File: src/rtl/cu_pkg.sv
`default_nettype none
// ============================================================================
//  Module      : cu_pkg
//  Description : Shared types and constants for the multicycle control unit:
//                FSM state enum, ALU operation codes, condition codes.
//  Revision    : 1.0 - initial release
// ============================================================================
package cu_pkg;

    typedef enum logic [3:0] {
        ST_FETCH  = 4'd0,
        ST_DECODE = 4'd1,
        ST_MEMADR = 4'd2,
        ST_MEMRD  = 4'd3,
        ST_MEMWB  = 4'd4,
        ST_MEMWR  = 4'd5,
        ST_EXECR  = 4'd6,
        ST_EXECI  = 4'd7,
        ST_ALUWB  = 4'd8,
        ST_BRANCH = 4'd9
    } cu_state_e;

    localparam logic [2:0] c_alu_add = 3'd0;
    localparam logic [2:0] c_alu_sub = 3'd1;
    localparam logic [2:0] c_alu_and = 3'd2;
    localparam logic [2:0] c_alu_orr = 3'd3;
    localparam logic [2:0] c_alu_mul = 3'd4;

    localparam logic [3:0] c_cond_eq = 4'h0;
    localparam logic [3:0] c_cond_ne = 4'h1;
    localparam logic [3:0] c_cond_cs = 4'h2;
    localparam logic [3:0] c_cond_cc = 4'h3;
    localparam logic [3:0] c_cond_mi = 4'h4;
    localparam logic [3:0] c_cond_pl = 4'h5;
    localparam logic [3:0] c_cond_vs = 4'h6;
    localparam logic [3:0] c_cond_vc = 4'h7;
    localparam logic [3:0] c_cond_hi = 4'h8;
    localparam logic [3:0] c_cond_ls = 4'h9;
    localparam logic [3:0] c_cond_ge = 4'hA;
    localparam logic [3:0] c_cond_lt = 4'hB;
    localparam logic [3:0] c_cond_gt = 4'hC;
    localparam logic [3:0] c_cond_le = 4'hD;
    localparam logic [3:0] c_cond_al = 4'hE;
    localparam logic [3:0] c_cond_nv = 4'hF;

endpackage
`default_nettype wire

File: src/rtl/cond_check.sv
`default_nettype none
// ============================================================================
//  Module      : cond_check
//  Description : Evaluates a 4-bit condition code against the N,Z,C,V flags.
//  Revision    : 1.0 - initial release
// ============================================================================
module cond_check
    import cu_pkg::*;
(
    input  logic [3:0] cond,
    input  logic [3:0] flags,
    output logic       cond_ex
);

    logic w_n, w_z, w_c, w_v;
    assign {w_n, w_z, w_c, w_v} = flags;

    always_comb begin
        cond_ex = 1'b0;
        case (cond)
            c_cond_eq: cond_ex = w_z;
            c_cond_ne: cond_ex = ~w_z;
            c_cond_cs: cond_ex = w_c;
            c_cond_cc: cond_ex = ~w_c;
            c_cond_mi: cond_ex = w_n;
            c_cond_pl: cond_ex = ~w_n;
            c_cond_vs: cond_ex = w_v;
            c_cond_vc: cond_ex = ~w_v;
            c_cond_hi: cond_ex = w_c & ~w_z;
            c_cond_ls: cond_ex = ~w_c | w_z;
            c_cond_ge: cond_ex = (w_n == w_v);
            c_cond_lt: cond_ex = (w_n != w_v);
            c_cond_gt: cond_ex = ~w_z & (w_n == w_v);
            c_cond_le: cond_ex = w_z | (w_n != w_v);
            c_cond_al: cond_ex = 1'b1;
            c_cond_nv: cond_ex = 1'b0;
            default:   cond_ex = 1'b0;
        endcase
    end

endmodule
`default_nettype wire

File: src/rtl/multicycle_control_unit.sv
`default_nettype none
// ============================================================================
//  Module      : multicycle_control_unit
//  Description : Multicycle CPU control FSM with conditional execution and a
//                status-flag register. Define CU_MUL_EN to decode MUL.
//  Revision    : 1.0 - initial release
// ============================================================================
module multicycle_control_unit
    import cu_pkg::*;
#(
    parameter int ALU_W  = 4,
    parameter int FLAG_W = 4
)
(
    input  logic              clk,
    input  logic              rst,
    input  logic [3:0]        cond,
    input  logic [1:0]        op,
    input  logic [5:0]        funct,
    input  logic [3:0]        rd,
    input  logic [FLAG_W-1:0] alu_flags,
    output logic              pc_write,
    output logic              ir_write,
    output logic              reg_write,
    output logic              mem_write,
    output logic              adr_src,
    output logic              alu_src_a,
    output logic [1:0]        alu_src_b,
    output logic [1:0]        result_src,
    output logic [1:0]        imm_src,
    output logic [1:0]        reg_src,
    output logic [ALU_W-1:0]  alu_control
);

    cu_state_e  r_state, w_next;
    logic [3:0] r_cond;
    logic [4:0] r_funct;
    logic [3:0] r_rd;
    logic [3:0] r_flags;

    logic       w_cond_ex;
    logic [2:0] w_dp_op, w_alu_op;
    logic       w_dp_cv, w_is_cmp, w_is_exec, w_flag_upd;
    logic [3:0] w_flags_next;
    logic       w_pc_write, w_ir_write, w_reg_write, w_mem_write;

    cond_check u_cond_check (
        .cond    (r_cond),
        .flags   (r_flags),
        .cond_ex (w_cond_ex)
    );

    // Data-processing decode; w_dp_cv marks ops whose C,V results are kept.
    always_comb begin
        w_dp_op = c_alu_add;
        w_dp_cv = 1'b1;
        case (r_funct[4:1])
            4'b0100: begin w_dp_op = c_alu_add; w_dp_cv = 1'b1; end
            4'b0010: begin w_dp_op = c_alu_sub; w_dp_cv = 1'b1; end
            4'b0000: begin w_dp_op = c_alu_and; w_dp_cv = 1'b0; end
            4'b1100: begin w_dp_op = c_alu_orr; w_dp_cv = 1'b0; end
            4'b1010: begin w_dp_op = c_alu_sub; w_dp_cv = 1'b1; end
`ifdef CU_MUL_EN
            4'b0001: begin w_dp_op = c_alu_mul; w_dp_cv = 1'b0; end
`else
            4'b0001: begin w_dp_op = c_alu_add; w_dp_cv = 1'b1; end
`endif
            default: begin w_dp_op = c_alu_add; w_dp_cv = 1'b1; end
        endcase
    end

    assign w_is_cmp   = (r_funct[4:1] == 4'b1010);
    assign w_is_exec  = (r_state == ST_EXECR) || (r_state == ST_EXECI);
    // CMP ignores the S bit and its condition; other ops need S and a pass.
    assign w_flag_upd = w_is_exec & (w_is_cmp | (r_funct[0] & w_cond_ex));
    assign w_flags_next = {alu_flags[3:2], (w_dp_cv ? alu_flags[1:0] : r_flags[1:0])};

    always_ff @(posedge clk or negedge rst) begin
        if (!rst) begin
            r_state <= ST_FETCH;
            r_cond  <= 4'd0;
            r_funct <= 5'd0;
            r_rd    <= 4'd0;
            r_flags <= 4'd0;
        end else begin
            r_state <= w_next;
            if (r_state == ST_DECODE) begin
                r_cond  <= cond;
                r_funct <= funct[4:0];
                r_rd    <= rd;
            end
            if (w_flag_upd) begin
                r_flags <= w_flags_next;
            end
        end
    end

    always_comb begin
        w_next      = r_state;
        w_pc_write  = 1'b0;
        w_ir_write  = 1'b0;
        w_reg_write = 1'b0;
        w_mem_write = 1'b0;
        adr_src     = 1'b0;
        alu_src_a   = 1'b0;
        alu_src_b   = 2'd0;
        result_src  = 2'd0;
        reg_src     = 2'd0;
        w_alu_op    = c_alu_add;
        case (r_state)
            ST_FETCH: begin
                w_ir_write = 1'b1;
                w_pc_write = 1'b1;
                alu_src_a  = 1'b1;
                alu_src_b  = 2'd2;
                result_src = 2'd2;
                w_next     = ST_DECODE;
            end
            ST_DECODE: begin
                alu_src_a  = 1'b1;
                alu_src_b  = 2'd2;
                result_src = 2'd2;
                case (op)
                    2'b01:   w_next = ST_MEMADR;
                    2'b00:   w_next = funct[5] ? ST_EXECI : ST_EXECR;
                    2'b10:   w_next = ST_BRANCH;
                    default: w_next = ST_FETCH;
                endcase
            end
            ST_MEMADR: begin
                alu_src_b = 2'd1;
                w_next    = r_funct[0] ? ST_MEMRD : ST_MEMWR;
            end
            ST_MEMRD: begin
                adr_src = 1'b1;
                w_next  = ST_MEMWB;
            end
            ST_MEMWB: begin
                result_src  = 2'd1;
                w_reg_write = w_cond_ex;
                w_pc_write  = w_cond_ex & (r_rd == 4'd15);
                w_next      = ST_FETCH;
            end
            ST_MEMWR: begin
                adr_src     = 1'b1;
                w_mem_write = w_cond_ex;
                w_next      = ST_FETCH;
            end
            ST_EXECR: begin
                w_alu_op = w_dp_op;
                w_next   = ST_ALUWB;
            end
            ST_EXECI: begin
                alu_src_b = 2'd1;
                w_alu_op  = w_dp_op;
                w_next    = ST_ALUWB;
            end
            ST_ALUWB: begin
                w_reg_write = w_cond_ex & ~w_is_cmp;
                w_pc_write  = w_cond_ex & ~w_is_cmp & (r_rd == 4'd15);
                w_next      = ST_FETCH;
            end
            ST_BRANCH: begin
                alu_src_b  = 2'd1;
                result_src = 2'd2;
                w_pc_write = w_cond_ex;
                w_next     = ST_FETCH;
            end
            default: w_next = ST_FETCH;
        endcase
    end

    // Write strobes are held off for as long as reset is asserted.
    assign pc_write    = w_pc_write  & rst;
    assign ir_write    = w_ir_write  & rst;
    assign reg_write   = w_reg_write & rst;
    assign mem_write   = w_mem_write & rst;
    assign imm_src     = op;
    assign alu_control = ALU_W'(w_alu_op);

endmodule
`default_nettype wire

File: config.mk
export PLATFORM = sky130hd
export DESIGN_NAME = multicycle_control_unit
export DESIGN_NICKNAME = d
export VERILOG_FILES = /design/src/rtl/cu_pkg.sv /design/src/rtl/cond_check.sv /design/src/rtl/multicycle_control_unit.sv
export SDC_FILE = /design/constraint.sdc
export NUM_CORES = 1
export LEC_CHECK = 0
export CAP_MARGIN = 30
export CORE_ASPECT_RATIO = 1.4
export CORE_MARGIN = 2
export CORE_UTILIZATION = 42
export CTS_CLUSTER_SIZE = 40
export DETAILED_ROUTE_END_ITERATION = 12
export PLACE_DENSITY = 0.76
export SLEW_MARGIN = 20
export SYNTH_ARGS = -nofsm -noshare
export SYNTH_HDL_FRONTEND = slang
export SYNTH_HIERARCHICAL = 1
export SYNTH_SLANG_ARGS = --single-unit
File: constraint.sdc
create_clock -name clk -period 1.9 [get_ports clk]
set_input_delay 0.38 -clock clk [delete_from_list [all_inputs] [get_ports clk]]
set_output_delay 0.38 -clock clk [all_outputs]
set_load 0.01 [all_outputs]
==> out/results.txt <==
synthesized instance count = 125
violated checks = setup timing
Pre-Repair DR Iteration Count = 4
outcome = complete, but fails checks
Yosys top cell by area = sky130_fd_sc_hd__dfrtp_1
Netlist cell types = 42
Avg Cell Area, Syn = 10.5 µm²
remaining global-route overflow = 0
routed length on met2 = 2020 µm
via count of the first global-routing pass = 1306
uppermost signal routing layer after detailed routing = met4
CTS tree = done
number of buffers between clock root and the deepest sink = 2
dominant synthesized flop cell = sky130_fd_sc_hd__dfrtp_1
WL final = 3530 µm
power density over cell area = 1680 nW/µm²
final clock period utilization by the worst path = 136%
reported leakage power = 0.943 nW
flop and latch count out of synthesis = 21
post-layout instance area = 2070 µm²
fraction of layout instances using a drive strength above 1 = 47.7%
Post-synth EDFFs = 0
achievable clock frequency = 386 MHz
effective utilization at floorplan = 43.0%
Critical Path Start Type = register
HPWL Detailed = 2570 µm
final standard cell count with taps included and fillers excluded = 236
top cells by area in the synthesized netlist = sky130_fd_sc_hd__dfrtp_1 (40%), sky130_fd_sc_hd__mux2_2 (14%), sky130_fd_sc_hd__buf_4 (4.6%)
CTS root buf = sky130_fd_sc_hd__clkbuf_8
yosys warns = 6
count of antenna diodes in the layout = 0
number of antenna violations at the first check in global routing = 0
GRT Resource Usage Total = 21.2%
top cells by instance count after synthesis = sky130_fd_sc_hd__dfrtp_1 (21), sky130_fd_sc_hd__mux2_2 (16), sky130_fd_sc_hd__nor2_1 (9), sky130_fd_sc_hd__buf_4 (8), sky130_fd_sc_hd__nand2_1 (7)
I/O pin count = 40
Setup WS post-layout = -693 ps
Die X-Extent = 51.3 µm
area of the core = 3060 µm²
Die Area = 3600 µm²
maximum ir drop on the vdd rail = 999 µV
worst-case clock skew = 4.64 ps
wire length per cell after detailed routing = 15.0 µm
post-synthesis to final-layout area growth = 57.3%
placed cell area = 1920 µm²
library cell with the highest instance count after synthesis = sky130_fd_sc_hd__dfrtp_1
vias after detailed routing = 1194
setup repair after global routing missed its margin = true
hold violation total from the final report = 0
arrival time at the worst endpoint = 2210 ps
WP data required = 1520 ps
total clock buffers created by CTS = 3
first-pass GRT wire length = 5830 µm
Post-Place Cells = 222
area of the mapped netlist = 1320 µm²
Final nets = 220
global placement routability congestion = 0.830
Initial DRC Count = 31
Fillers = 237
area fraction of the dominant cell type after synthesis = 39.9%
Min-Delay Path Class = reg -> reg
final max-slew violation count = 0
share of the yosys chip area belonging to registers = 39.9%
die height = 70.2 µm
Worst-Skew Late Latency = 260 ps
accumulated negative setup slack = -3250 ps
# H-tree levels = 1
WHS = 517 ps
async set or reset register ratio after synthesis = 100%
remaining routing DRC violations = 0
I/O Buffers = 35
Setup Viol. Count Final = 7
sort of element at the end of the critical path = output pin
Clock Sink Count = 21
final period demand of the worst path = 2590 ps
pin count of the biggest net entering global routing = 14
Layout Utilization = 67.6%
type of the setup path with the least slack = reg -> out
Routed met3 length = 156 µm
Clock Pin Slew Worst Setup and Hold Paths = 80 ps
max-cap violation count = 0
Via density = 5.06
maximum fanout encountered on the critical timing path = 2
number of cell rows = 24
met1 wire length = 1320 µm
ANT nets after route = 0
metal layers:
metal | global-route usage (%) | vias up
met3 | 4.27 | 4
li1 | - | 574
met1 | 22.7 | 576
met4 | 6.73 | 0
met5 | 0 | -
met2 | 40.1 | 40
area by class of cell:
cell class	count	area (µm²)	share of cell area, %
multi-input combinational	91	798	38.5
clock buffer	4	45.0	2.18
sequential	21	528	25.5
inverter	3	11.3	0.544
tap	39	48.8	2.36
timing repair buffer	78	639	30.9
final timing paths:
check	from	to	slack [ps]	cells after the start
worst max register to register	r_cond[0]	r_flags[0]	-380	11
worst min register to register	r_rd[0]	r_rd[0]	520	1
max in group asynchronous	rst	r_state[3]	1060	3
min in group asynchronous	rst	r_cond[0]	540	2
worst min-delay path	r_rd[0]	r_rd[0]	520	1
worst max-delay path	r_flags[0]	pc_write	-690	9
critical path, stage by stage, from the launching register on:
cell and delay (ps):
sky130_fd_sc_hd__dfrtp_1 410, sky130_fd_sc_hd__xor2_2 190, sky130_fd_sc_hd__xor2_1 160, sky130_fd_sc_hd__a2111oi_2 300, sky130_fd_sc_hd__a311oi_1 100, sky130_fd_sc_hd__o22ai_2 170, sky130_fd_sc_hd__buf_4 150, sky130_fd_sc_hd__o41ai_1 80
sky130_fd_sc_hd__a221oi_2 220, sky130_fd_sc_hd__buf_2 170
what timing repair did:
action	CTS	global route
hold buffers	0	0
pin swaps	3	8
buffers inserted	8	2
cloned	0	0
setup endpoints to repair	16	11
gates resized for setup	36	14
through the flow:
step | setup WS, ps | total power [mW]
5_1_grt | -761 | 3.70
6_report | -693 | 3.48
3_3_place_gp | -817 | 2.78
3_5_place_dp | -865 | 2.86
2_1_floorplan | -213 | 2.04
4_1_cts | -777 | 3.31
power by group:
group / leakage (nW) / switching (mW) / total (mW) / internal [mW]
clock network: 0.0228 / 0.142 / 0.292 / 0.149
registers: 0.251 / 0.235 / 0.901 / 0.667
logic: 0.669 / 0.983 / 2.28 / 1.30
total: 0.943 / 1.36 / 3.48 / 2.12
registers in the layout, indices dropped and copies added (netlist names):
register / cells
r_funct: 5
r_rd: 4
r_flags: 4
r_cond: 4
r_state: 4
cell usage in the layout, fill, tap and decap left out, types with 3 or more instances in the layout:
master and count:
sky130_fd_sc_hd__nand2b_1 4, sky130_fd_sc_hd__dlygate4sd2_1 5, sky130_fd_sc_hd__buf_4 41, sky130_fd_sc_hd__nand2_1 5, sky130_fd_sc_hd__clkbuf_8 3, sky130_fd_sc_hd__xor2_1 4, sky130_fd_sc_hd__clkdlybuf4s50_1 23, sky130_fd_sc_hd__mux2_4 5
sky130_fd_sc_hd__o21ai_0 4, sky130_fd_sc_hd__inv_1 3, sky130_fd_sc_hd__conb_1 4, sky130_fd_sc_hd__nor3_1 3, sky130_fd_sc_hd__a21oi_1 3, sky130_fd_sc_hd__mux2_2 13, sky130_fd_sc_hd__nand2_2 3, sky130_fd_sc_hd__nor2_1 7
sky130_fd_sc_hd__buf_2 6, sky130_fd_sc_hd__dfrtp_1 19, sky130_fd_sc_hd__nor3_2 3
kinds of logic (layout without fill, tap and decap cells):
| logic type | Yosys count | after routing | synth area share, % |
|---|---|---|---|
| AOI/OAI and AO/OA | 20 | 20 | 11.8 |
| DFF | 21 | 21 | 39.9 |
| muxes | 19 | 19 | 16.7 |
| buffers and inverters | 16 | 85 | 7.70 |
| other | 1 | 4 | 0.285 |
| and+or+nand+nor | 41 | 41 | 18.9 |
| xor gates and xnor gates | 7 | 7 | 4.66 |
Note: power is estimated with default switching activity, not from simulation.
